===== src/rtl/muldiv_unit.sv =====
// Iterative RV32M multiply/divide: 1 bit/cycle, done XLEN+1 cycles after accept (1 cycle for div-by-zero/overflow).
// Raises stall from accept through the last RUN cycle; flush aborts without touching result.
module muldiv_unit #(
    parameter int XLEN  = 32,
    parameter int CNT_W = $clog2(XLEN) + 1
) (
    input  logic            clk,
    input  logic            reset,
    input  logic            valid_in,
    input  logic [2:0]      funct3,
    input  logic [XLEN-1:0] a,
    input  logic [XLEN-1:0] b,
    input  logic            flush,
    output logic            stall,
    output logic            busy,
    output logic            done,
    output logic [XLEN-1:0] result
);

    localparam logic [1:0] S_IDLE = 2'd0;
    localparam logic [1:0] S_RUN  = 2'd1;
    localparam logic [1:0] S_DONE = 2'd2;

    localparam logic [XLEN-1:0]  MIN_NEG  = {1'b1, {(XLEN-1){1'b0}}};
    localparam logic [XLEN-1:0]  ALL_ONES = {XLEN{1'b1}};
    localparam logic [CNT_W-1:0] CNT_LAST = CNT_W'(XLEN - 1);

    logic [1:0]        state_q, state_d;
    logic [CNT_W-1:0]  cnt_q, cnt_d;
    logic [2:0]        op_q, op_d;
    logic              neg_q, neg_d;
    logic [2*XLEN-1:0] acc_q, acc_d;
    logic [XLEN-1:0]   opb_q, opb_d;
    logic [XLEN-1:0]   rem_q, rem_d;
    logic [XLEN-1:0]   result_q, result_d;

    logic              a_sgn, b_sgn, a_neg, b_neg, neg_in;
    logic [XLEN-1:0]   mag_a, mag_b;
    logic              div_zero, div_ovf;
    logic [XLEN-1:0]   special_res;

    logic [XLEN:0]     mul_sum;
    logic [2*XLEN-1:0] mul_acc;
    logic [XLEN:0]     div_shift;
    logic              div_ge;
    logic [XLEN-1:0]   div_rem, div_quo;
    logic [2*XLEN-1:0] prod_s;
    logic [XLEN-1:0]   quo_s, rem_s, run_res;

    // Operand decode for the instruction presented in IDLE
    always_comb begin
        a_sgn    = (funct3 == 3'b001) | (funct3 == 3'b010) | (funct3 == 3'b100) | (funct3 == 3'b110);
        b_sgn    = (funct3 == 3'b001) | (funct3 == 3'b100) | (funct3 == 3'b110);
        a_neg    = a_sgn & a[XLEN-1];
        b_neg    = b_sgn & b[XLEN-1];
        mag_a    = a_neg ? -a : a;
        mag_b    = b_neg ? -b : b;
        // remainder takes the dividend's sign, everything else the XOR
        neg_in   = (funct3[2:1] == 2'b11) ? a_neg : (a_neg ^ b_neg);
        div_zero = funct3[2] & (b == '0);
        div_ovf  = funct3[2] & ~funct3[0] & (a == MIN_NEG) & (b == ALL_ONES);
        if (div_zero) begin
            special_res = funct3[1] ? a : ALL_ONES;
        end else begin
            special_res = funct3[1] ? '0 : a;
        end
    end

    // One iteration of shift-add multiply and restoring divide
    always_comb begin
        mul_sum   = {1'b0, acc_q[2*XLEN-1:XLEN]} + {1'b0, opb_q};
        mul_acc   = acc_q[0] ? {mul_sum, acc_q[XLEN-1:1]} : {1'b0, acc_q[2*XLEN-1:1]};
        div_shift = {rem_q, acc_q[XLEN-1]};
        div_ge    = div_shift >= {1'b0, opb_q};
        div_rem   = div_ge ? (div_shift[XLEN-1:0] - opb_q) : div_shift[XLEN-1:0];
        div_quo   = {acc_q[XLEN-2:0], div_ge};
        prod_s    = neg_q ? -mul_acc : mul_acc;
        quo_s     = neg_q ? -div_quo : div_quo;
        rem_s     = neg_q ? -div_rem : div_rem;
        case (op_q)
            3'b000:                 run_res = prod_s[XLEN-1:0];
            3'b001, 3'b010, 3'b011: run_res = prod_s[2*XLEN-1:XLEN];
            3'b100, 3'b101:         run_res = quo_s;
            default:                run_res = rem_s;
        endcase
    end

    always_comb begin
        state_d  = state_q;
        cnt_d    = cnt_q;
        op_d     = op_q;
        neg_d    = neg_q;
        acc_d    = acc_q;
        opb_d    = opb_q;
        rem_d    = rem_q;
        result_d = result_q;
        case (state_q)
            S_IDLE: begin
                if (valid_in) begin
                    op_d  = funct3;
                    neg_d = neg_in;
                    acc_d = {{XLEN{1'b0}}, mag_a};
                    opb_d = mag_b;
                    rem_d = '0;
                    cnt_d = '0;
                    if (div_zero | div_ovf) begin
                        result_d = special_res;
                        state_d  = S_DONE;
                    end else begin
                        state_d  = S_RUN;
                    end
                end
            end
            S_RUN: begin
                cnt_d = cnt_q + CNT_W'(1);
                if (op_q[2]) begin
                    acc_d = {acc_q[2*XLEN-1:XLEN], div_quo};
                    rem_d = div_rem;
                end else begin
                    acc_d = mul_acc;
                end
                if (cnt_q == CNT_LAST) begin
                    result_d = run_res;
                    state_d  = S_DONE;
                end
            end
            S_DONE:  state_d = S_IDLE;
            default: state_d = S_IDLE;
        endcase
        if (flush) begin
            state_d  = S_IDLE;
            result_d = result_q;
        end
    end

    always_ff @(posedge clk or negedge reset) begin
        if (!reset) begin
            state_q  <= S_IDLE;
            cnt_q    <= '0;
            op_q     <= '0;
            neg_q    <= 1'b0;
            acc_q    <= '0;
            opb_q    <= '0;
            rem_q    <= '0;
            result_q <= '0;
        end else begin
            state_q  <= state_d;
            cnt_q    <= cnt_d;
            op_q     <= op_d;
            neg_q    <= neg_d;
            acc_q    <= acc_d;
            opb_q    <= opb_d;
            rem_q    <= rem_d;
            result_q <= result_d;
        end
    end

    assign stall  = (valid_in & (state_q == S_IDLE)) | (state_q == S_RUN);
    assign busy   = (state_q != S_IDLE);
    assign done   = (state_q == S_DONE);
    assign result = result_q;

endmodule


===== config.mk =====
export PLATFORM = sky130hd
export DESIGN_NAME = muldiv_unit
export DESIGN_NICKNAME = d
export VERILOG_FILES = /design/src/rtl/muldiv_unit.sv
export SDC_FILE = /design/constraint.sdc
export NUM_CORES = 1
export LEC_CHECK = 0
export BUFFER_PORTS_ARGS = -buffer_cell sky130_fd_sc_hd__buf_2
export CORE_AREA = 3 3 171 173
export CTS_CLUSTER_DIAMETER = 30
export DETAILED_ROUTE_END_ITERATION = 10
export DIE_AREA = 0 0 174 176
export PLACE_DENSITY = 0.91
export SKIP_CTS_REPAIR_TIMING = 1
export SYNTH_ARGS = -nofsm -noshare
export SYNTH_HDL_FRONTEND = slang
export SYNTH_SLANG_ARGS = --single-unit

===== constraint.sdc =====
create_clock -name clk -period 7.5 [get_ports clk]
set_clock_uncertainty 0.05 [all_clocks]
set_input_delay 1.5 -clock clk [delete_from_list [all_inputs] [get_ports clk]]
set_output_delay 1.5 -clock clk [all_outputs]
set_load 0.05 [all_outputs]

== Word-level counts from Yosys, hierarchy flattened ==
Index checks and enable logic that the tools add are counted.

* $add $sub $neg: 8
* Bitwise logic cells: 17
* Muxes and demuxes: 29
* Reductions and logical operators: 13
* $lt $le $gt $ge: 1
* Equality and inequality tests: 22

{| class="wikitable"
|+ Operator list
! cell !! count
|-
| 32-bit two-way mux || 13
|-
| 64-bit two-way mux || 4
|-
| 32-bit negator || 4
|-
| 32-bit one-hot mux with 2 select lines || 2
|-
| 64-bit one-hot mux with 2 select lines || 1
|-
| 32-bit one-hot mux with 3 select lines || 1
|-
| 32-bit equality test, second input constant || 2
|-
| 64-bit negator || 1
|-
| 32-bit by 32-bit adder with 33-bit output || 1
|-
| 33-bit by 32-bit >= comparator with 1-bit output || 1
|-
| 32-bit logical NOT || 1
|-
| 32-bit subtractor || 1
|-
| 3-bit equality test, second input constant || 4
|-
| 6-bit one-hot mux with 2 select lines || 1
|-
| 2-bit != test, second input constant || 5
|-
| 3-bit by 2-bit equality test with 1-bit output, second input constant || 3
|-
| 2-bit two-way mux || 4
|-
| 1-bit bitwise AND || 7
|-
| 1-bit OR || 7
|-
| 6-bit by 1-bit adder with 6-bit output, second input constant || 1
|-
| 3-bit by 1-bit equality test with 1-bit output, second input constant || 2
|-
| 6-bit by 5-bit equality test with 1-bit output, second input constant || 1
|-
| 6-bit two-way mux || 1
|-
| 3-bit != test, second input constant || 2
|-
| other kinds (14) || 20
|}

* Word-level logic and storage cells: 99
* Input bits: 71
* Bits in registers: 172

== Longest topological paths before layout ==
Gate-level depths: netlist of run 1.

* Depth after elaboration: 9
* Depth in mapped cells: 26
* Gate-level depth less buffers: 20

== Worst setup path before layout of run 1 ==
OpenSTA, ideal clock, no wires.

* Path kind: reg-to-reg
* From: reg rem_q[7]
* To: reg result_q[26] (netlist: result[26])
* Arrival: 5.676 ns
* Library setup time: 0.128 ns
* Cell stages (with the launch flop): 25
* Slack: 1.647 ns
* Required time: 7.322 ns
* Cells stage by stage: dfrtp_1 > ha_1 > clkbuf_1 > nand2_1 > o211ai_1 > a41oi_1 > a32oi_2 > a21o_1 > buf_2 > buf_2 > buf_2 > clkbuf_1 > buf_1 > nand2_1 > o21ai_0 > ha_1 > nand2_1 > or4b_2 > nor4_1 > a41o_1 > nand4_1 > o21ai_0 > xor2_1 > a221oi_1 > nor3_1

* Word-level cells in the longest chain between the ends: 7
* Elaborated cells on any way between the ends: 10
* Those cells by class: 3 x add/sub; 1 x order compare; 6 x mux

{| class="wikitable"
|+ RTL lines
! what !! RTL line !! RTL
|-
| from (decl) || 34 || <nowiki>logic [XLEN-1:0] rem_q, rem_d;</nowiki>
|-
| from (signal assigned) || 153 || <nowiki>rem_q <= rem_d;</nowiki>
|-
| 32-bit subtractor or 33-bit by 32-bit >= comparator with 1-bit output (tied branches) || 75, 74 ||
|-
| 32-bit two-way mux || 75 || <nowiki>div_rem = div_ge ? (div_shift[XLEN-1:0] - opb_q) : div_shift[XLEN-1:0];</nowiki>
|-
| 32-bit negator || 79 || <nowiki>rem_s = neg_q ? -div_rem : div_rem;</nowiki>
|-
| 32-bit two-way mux || 79 ||
|-
| 32-bit one-hot mux with 3 select lines * || 80 || <nowiki>case (op_q)</nowiki>
|-
| 32-bit two-way mux * || 122 || <nowiki>if (cnt_q == CNT_LAST) begin</nowiki>
|-
| 32-bit one-hot mux with 2 select lines * || 97 || <nowiki>case (state_q)</nowiki>
|-
| to (signal assigned) || 154 || <nowiki>result_q <= result_d;</nowiki>
|-
| to (decl) || 35 || <nowiki>logic [XLEN-1:0] result_q, result_d;</nowiki>
|}

Mark *: on every way between the ends. The rest lies on a longest branch, timed or not. The select of a mux whose other input is x is not followed.
A chain may end at the register's enable or synchronous reset.

== Final worst setup path of run 1 ==
* From: reg opb_q[22]
* To: reg result_q[26] (netlist: result[26])

* Word-level cells in the longest chain between the ends: 7
* Elaborated cells on any way between the ends: 14
* Those cells by class: 5 x add/sub; 1 x order compare; 8 x mux

{| class="wikitable"
|+ RTL lines
! what !! RTL line !! RTL
|-
| from (decl) || 33 || <nowiki>logic [XLEN-1:0] opb_q, opb_d;</nowiki>
|-
| from (signal assigned) || 152 || <nowiki>opb_q <= opb_d;</nowiki>
|-
| 32-bit by 32-bit adder with 33-bit output, or another cell as far along || 71 || <nowiki>mul_sum = {1'b0, acc_q[2*XLEN-1:XLEN]} + {1'b0, opb_q};</nowiki>
|-
| 64-bit two-way mux or 32-bit two-way mux (tied branches) || 72, 75 ||
|-
| 64-bit negator or 32-bit negator (tied branches) || 77, 79 ||
|-
| 64-bit two-way mux or 32-bit two-way mux (tied branches) || 77, 79 ||
|-
| 32-bit one-hot mux with 3 select lines * || 80 ||
|-
| 32-bit two-way mux * || 122 ||
|-
| 32-bit one-hot mux with 2 select lines * || 97 ||
|}

Marked as above.

==> results of run 1 <==
## worst min-delay path by stage
stage | start | endpoint | slack (ns) | cells past startpoint
floorplan | cnt_q[5] | cnt_q[5] | 0.39 | 1
global placement | result[15] | result[15] | 0.41 | 2
detailed placement | result[6] | result[6] | 0.41 | 2
CTS | result[6] | result[6] | 0.43 | 2
global route | cnt_q[5] | cnt_q[5] | 0.45 | 1
finish | result[6] | result[6] | 0.43 | 2
## flip-flops by register name, indices dropped and copies added, names as in the netlist
name,flops
opb_q,32
acc_q,64
rem_q,32
state_q,2
op_q,3
result,32
neg_q,1
cnt_q,6
## metal layers
metal | global-route usage | wire [microns] | share of wire
met1 | 0.562 | 25700 | 0.40
met2 | 0.611 | 27800 | 0.43
met3 | 0.0998 | 8260 | 0.13
met4 | 0.182 | 3080 | 0.047
met5 | 0 | 23 | 0.00035
## cells by family after synthesis
| group | count (synthesis) |
|---|---|
| compound gates | 789 |
| xor+xnor | 205 |
| fa+ha+maj | 73 |
| buf+inv | 245 |
| flops | 172 |
| mux | 65 |
| simple gates | 842 |
## cell usage in the layout (no fill, tap or decap), types with 22 or more instances in the layout
cell type	instances
inv_1	74
xnor2_1	102
o211ai_1	52
ha_1	71
xor2_1	103
mux2i_1	58
nor4_1	25
nor3_1	62
o31ai_1	34
nand4_1	38
nand2b_1	22
nor2_1	181
or3_1	32
nand3_1	38
dfrtp_1	169
a31oi_1	31
a211oi_1	25
nand2_1	324
a21oi_1	187
buf_4	23
o21ai_0	285
buf_2	104
## critical path: cells and delay by family, from the launching register on
| kind | cells | cell delay (ns) |
|---|---|---|
| compound gates | 7 | 2.28 |
| simple gates | 6 | 1.83 |
| fa+ha+maj | 2 | 0.63 |
| flops | 1 | 0.39 |
| buf+inv | 3 | 0.39 |
| mux | 1 | 0.29 |
| xor+xnor | 1 | 0.11 |
## metrics by stage
step	instance area (sq um)	instances	setup slack, ns	total power, mW
after floorplan	17500	2391	1.65	3.16
after global placement	18100	2727	1.86	3.86
after detailed placement	18100	2727	1.64	3.91
after CTS	18700	2759	1.56	4.86
after global routing	18700	2759	1.03	5.20
final	18700	2760	1.39	4.97
## power breakdown
group	internal [mW]	switching, mW
registers	1.11	0.318
logic	0.845	1.74
clock network	0.508	0.448
## layout make-up
class	count	area share
Clock buffer	18	0.0235
Sequential cell	172	0.231
Timing Repair Buffer	128	0.0377
Tap cell	378	0.0253
Antenna cell	1	0.000134
Multi-Input combinational cell	1974	0.659
Clock inverter	14	0.00837
Inverter	75	0.0151
==> results.sh, run 1 <==
export IMPL_clkSinkCount=172
export IMPL_wl_per_cell_microns=23.5
export IMPL_grt_max_degree=75
export IMPL_slowest_stage="or4b_2"
export IMPL_synth_adder_area_share=0.0530
export IMPL_seq_area_frac_synth=0.246
export IMPL_dp_hpwl_microns=49200
export IMPL_yosys_area_top_type="dfrtp_1"
export IMPL_ios=106
export IMPL_cp_arrival_ns=6.37
export IMPL_critPathMaxStageDelay_ns=0.68
export IMPL_clockRootBuffer="clkbuf_16"
export IMPL_area_growth_pct=6.74
export IMPL_synth_top_family_by_area="compound AO/OA/AOI/OAI gates"
export IMPL_period_share=0.815
export IMPL_grt_pass1_wl_microns=98800
export IMPL_coreArea_sq_mm=0.0278
export IMPL_wl_microns=64800
export IMPL_synth_area_mux_share=0.0377
export IMPL_multiInputGateArea_sq_mm=0.0123
export IMPL_synth_top_cell_area_share=0.246
export IMPL_fin_hold_ws_ns=0.425
export IMPL_r2r_slack_ns=1.39
export IMPL_globalplace_congestion=1.01
export IMPL_finalCriticalPeriod_ns=6.11
export IMPL_fmax_ghz=0.164
export IMPL_grt_pass1_vias=17243
export IMPL_leakagePower_nw=7.57
export IMPL_ys_ff_latch=172
export IMPL_yosysMostFrequentCell="nand2_1"
export IMPL_max_cap_violations=0
export IMPL_ctsLongestPathBuffers=2
export IMPL_reg2reg_from="opb_q[22]"
export IMPL_synth_edff_count=0
export IMPL_drt_pre_antenna_iters=6
export IMPL_synth_nets=2535
export IMPL_hold_viol_final=0
export IMPL_yosys_cell_types_count=81
export IMPL_setup_tns_final_ns=0
export IMPL_vias=19232
export IMPL_finalMaxSlewViolations=0
export IMPL_r2r_end="result[26]"
export IMPL_worst_path_max_fanout=21
export IMPL_synthSimpleGateAreaFrac=0.228
export IMPL_endpoint_kind="register"
export IMPL_syn_inst=2391
export IMPL_initial_core_util=0.630
export IMPL_powerDensity_mw_per_mm2=266
export IMPL_synth_commonest_cells="nand2_1, o21ai_0, a21oi_1"
export IMPL_critPathRequiredTime_ns=7.76
export IMPL_slew_headroom=0.116
export IMPL_synthesis_area_sq_mm=0.0175
export IMPL_antenna_found_initial=3
export IMPL_path_cells="inv_1, ha_1, a21oi_1, o21ai_0, a2111oi_0, nand3_1, a21o_1, buf_4, inv_1, mux2i_1, ha_1, nand2_1, or4b_2, nor4_1, a41o_1, nand4_1, o21ai_0, xor2_1, a221oi_1, nor3_1"
export IMPL_cts_buffers=17
export IMPL_htreeDepth=4
export IMPL_status="finished clean"
export IMPL_dieArea_sq_mm=0.0306
export IMPL_final_antenna_net_count=0
export IMPL_cts_tree="built"
export IMPL_grt_overflow=0
export IMPL_crit_end="result[26]"
export IMPL_rsz0062_at_grt="no"
export IMPL_ys_warn_count=0
export IMPL_die_w_microns=174
export IMPL_synth_area_leaders="dfrtp_1, o21ai_0, nand2_1, a21oi_1, xor2_1"
export IMPL_drive_gt1_frac=0.0903
export IMPL_path_clk_slew_ns=0.08
export IMPL_tightest_slew_ns=1.31
export IMPL_track_usage=0.408
export IMPL_drt_iter0_drc=2436
export IMPL_ir_drop_mv=0.272
export IMPL_async_reset_ff_frac=1.00
export IMPL_avgViaCountPerCell=6.97
export IMPL_setup_viol=0
export IMPL_synthXorXnorAreaFrac=0.103
export IMPL_die_y_microns=176
export IMPL_final_util=0.673
export IMPL_ys_flop_type="dfrtp_1"
export IMPL_port_buffers=105
export IMPL_avgSynthCellArea_sq_um=7.32
export IMPL_worstSetupPathType="reg -> reg"
export IMPL_nFillCells=2470
export IMPL_nNetsFinal=2512
export IMPL_seqCellArea_sq_mm=0.00431
export IMPL_drc=0
export IMPL_startpoint_type="register"
export IMPL_rows=61
export IMPL_startpoint="opb_q[22]"
export IMPL_clk_latency_ns=0.46
export IMPL_rr_worst_depth=20
export IMPL_synth_compound_area_frac=0.279
export IMPL_hp_class="reg -> reg"
Note: power is estimated with default switching activity, not from simulation.
==> run 2, diff against run 1 <==
--- a/config.mk
+++ b/config.mk
@@ -5,11 +5,12 @@
 export SDC_FILE = /design/constraint.sdc
 export NUM_CORES = 1
 export LEC_CHECK = 0
+export ABC_AREA = 1
 export BUFFER_PORTS_ARGS = -buffer_cell sky130_fd_sc_hd__buf_2
-export CORE_AREA = 3 3 171 173
+export CORE_AREA = 3 3 177 179
 export CTS_CLUSTER_DIAMETER = 30
 export DETAILED_ROUTE_END_ITERATION = 10
-export DIE_AREA = 0 0 174 176
+export DIE_AREA = 0 0 180 182
 export PLACE_DENSITY = 0.91
 export SKIP_CTS_REPAIR_TIMING = 1
 export SYNTH_ARGS = -nofsm -noshare
==> constraint.sdc (replaced) <==
create_clock -name clk -period 6 [get_ports clk]
set_clock_uncertainty 0.05 [all_clocks]
set_input_delay 1.2 -clock clk [delete_from_list [all_inputs] [get_ports clk]]
set_output_delay 1.2 -clock clk [all_outputs]
set_load 0.05 [all_outputs]
==> run 2 against run 1 <==
Setup slack got worse by 0.0041 ns. Worst hold slack gained 0.012 ns. Routed wire length up 14%. Sequential share of layout area shrank 1.8 points. Flip-flop and latch count stayed put. Die area rose by 7.0%. Final area up 8.6%. Maximum frequency increased by 32%. Via count grew 20%. Global-route usage increased by 2.9 points. Synthesized area is 8.6% higher. First-iteration DRC count up 36%. Critical endpoint is now result[12].
==> results.sh, run 2 <==
export IMPL_status="finished clean"
export IMPL_syn_inst=3220
export IMPL_finalMaxSlewViolations=0
export IMPL_die_w_microns=180
export IMPL_worstSetupPathType="reg -> reg"
export IMPL_n_antenna_cell=0
export IMPL_hp_class="reg -> reg"
export IMPL_ios=106
export IMPL_drt_iter0_drc=3316
export IMPL_nNetsFinal=3392
export IMPL_avgSynthCellArea_sq_um=5.91
export IMPL_coreArea_sq_mm=0.0297
export IMPL_setup_viol=0
export IMPL_tightest_slew_ns=1.22
export IMPL_max_cap_violations=0
export IMPL_finalCriticalPeriod_ns=4.61
export IMPL_mostFrequentLayoutCells="nand2_1, inv_1, nor2_1"
export IMPL_synth_top_family_by_area="simple AND/OR/NAND/NOR gates"
export IMPL_grt_pass1_vias=20793
export IMPL_synth_compound_area_frac=0.160
export IMPL_busiest_layer="met2"
export IMPL_synth_top_cell_area_share=0.226
export IMPL_synth_nets=3364
export IMPL_seq_area_frac_synth=0.226
export IMPL_clockRootBuffer="clkbuf_16"
export IMPL_drive_gt1_frac=0.0831
export IMPL_area_growth_pct=6.74
export IMPL_synth_area_leaders="dfrtp_1, nand2_1, inv_1, nand3_1, nor2_1"
export IMPL_endpoint_kind="register"
export IMPL_drt_pre_antenna_iters=6
export IMPL_path_cells="inv_1, ha_1, nand2_1, nor2_2, nand2_1, nor2_1, nand2_2, nand3_4, a21oi_2, buf_4, ha_1, nor2_1, inv_1, nand2_1, o21ai_0, a21oi_1, a211oi_1, a21oi_1, o21ai_1, a21oi_1"
export IMPL_track_usage=0.437
export IMPL_startpoint_type="register"
export IMPL_synth_adder_area_share=0.0630
export IMPL_fmax_ghz=0.217
export IMPL_ys_flop_type="dfrtp_1"
export IMPL_synthSimpleGateAreaFrac=0.405
export IMPL_yosys_area_top_type="dfrtp_1"
export IMPL_async_reset_ff_frac=1.00
export IMPL_slowest_stage="nor2_1"
export IMPL_grt_overflow=0
export IMPL_antenna_found_initial=1
export IMPL_grt_use_met1=0.573
export IMPL_vias=23011
export IMPL_synth_edff_count=0
export IMPL_avgViaCountPerCell=6.30
export IMPL_port_buffers=105
export IMPL_synth_commonest_cells="nand2_1, inv_1, nor2_1"
export IMPL_grt_pass1_wl_microns=114000
export IMPL_cp_arrival_ns=4.97
export IMPL_rows=63
export IMPL_rsz0062_at_grt="no"
export IMPL_dp_hpwl_microns=57500
export IMPL_grt_max_degree=98
export IMPL_yosys_cell_types_count=64
export IMPL_ys_warn_count=0
export IMPL_dp_slack_ns=1.27
export IMPL_regMostFlops="acc_q"
export IMPL_hold_viol_final=0
export IMPL_die_y_microns=182
export IMPL_worst_path_max_fanout=15
export IMPL_synthesis_area_sq_mm=0.0190
export IMPL_layout_commonest_cell="nand2_1"
export IMPL_critPathMaxStageDelay_ns=0.55
export IMPL_period_share=0.769
export IMPL_slew_headroom=0.178
export IMPL_cts_buffers=17
export IMPL_met2_usage=0.665
export IMPL_dieArea_sq_mm=0.0328
export IMPL_grt_use_met3=0.0787
export IMPL_fin_ws_ns=1.39
export IMPL_path_clk_slew_ns=0.08
export IMPL_ctsLongestPathBuffers=2
export IMPL_wl_microns=73700
export IMPL_ys_ff_latch=172
export IMPL_final_antenna_net_count=0
export IMPL_synth_area_mux_share=0
export IMPL_synthXorXnorAreaFrac=0.0253
export IMPL_clk_latency_ns=0.47
export IMPL_critPathRequiredTime_ns=6.35
export IMPL_setup_tns_final_ns=0
export IMPL_cts_tree="built"
export IMPL_clkSinkCount=172
export IMPL_largest_reg_flops=64
export IMPL_drc=0
export IMPL_htreeDepth=4
export IMPL_yosysMostFrequentCell="nand2_1"
export IMPL_wl_per_cell_microns=20.2
export IMPL_initial_core_util=0.640
export IMPL_globalplace_congestion=1.10
==> run 2: layout make-up <==
class | instances | area (sq um)
multi-input combinational | 2472 | 12500
fill | 2716 | 9420
sequential | 172 | 4310
inverter | 461 | 1730
timing repair buffer | 124 | 687
tap | 390 | 488
clock buffer | 18 | 439
clock inverter | 14 | 176
==> run 2: routing by layer <==
metal | share of wire | up-vias
met5 | 0.00027 | -
li1 | - | 10568
met3 | 0.12 | 326
met2 | 0.42 | 1694
met4 | 0.082 | 2
met1 | 0.38 | 10421
==> run 2: through the flow <==
stage                     area (sq um)  cells   util  hold slack, ns
after floorplan                  19000   3220      -           0.428
after global placement           19700   3619  0.662           0.410
after detailed placement         19700   3619  0.662           0.411
after CTS                        20300   3651  0.683           0.438
after global routing             20300   3651  0.683           0.464
final                            20300   3651  0.683           0.437
==> run 2: path summary, 6_finish.rpt <==
check,slack (ns),start,endpoint,depth (start not counted)
max reg2reg,1.39,opb_q[21],result[12],20
max,1.39,opb_q[21],result[12],20
max in group asynchronous,4.20,reset,neg_q,2
min reg2reg,0.44,result[21],result[21],2
min in group asynchronous,0.67,reset,cnt_q[1],1
min,0.44,result[21],result[21],2
==> run 2: logic make-up after synthesis <==
group	count (synthesis)
buf+inv	576
simple gates	1791
flops	172
fa+ha+maj	100
xor+xnor	55
compound gates	526
==> run 2: worst max-delay path, delay by kind of cell, from the launching register on <==
| kind | cells | cell delay (ns) |
|---|---|---|
| buf+inv | 3 | 0.72 |
| simple gates | 8 | 1.58 |
| fa+ha+maj | 2 | 0.66 |
| flops | 1 | 0.50 |
| compound gates | 7 | 1.06 |
Power of run 2 is left out: the tool's default activity adds up to more than one toggle a clock period on the data nets, which glitch-free logic cannot reach.
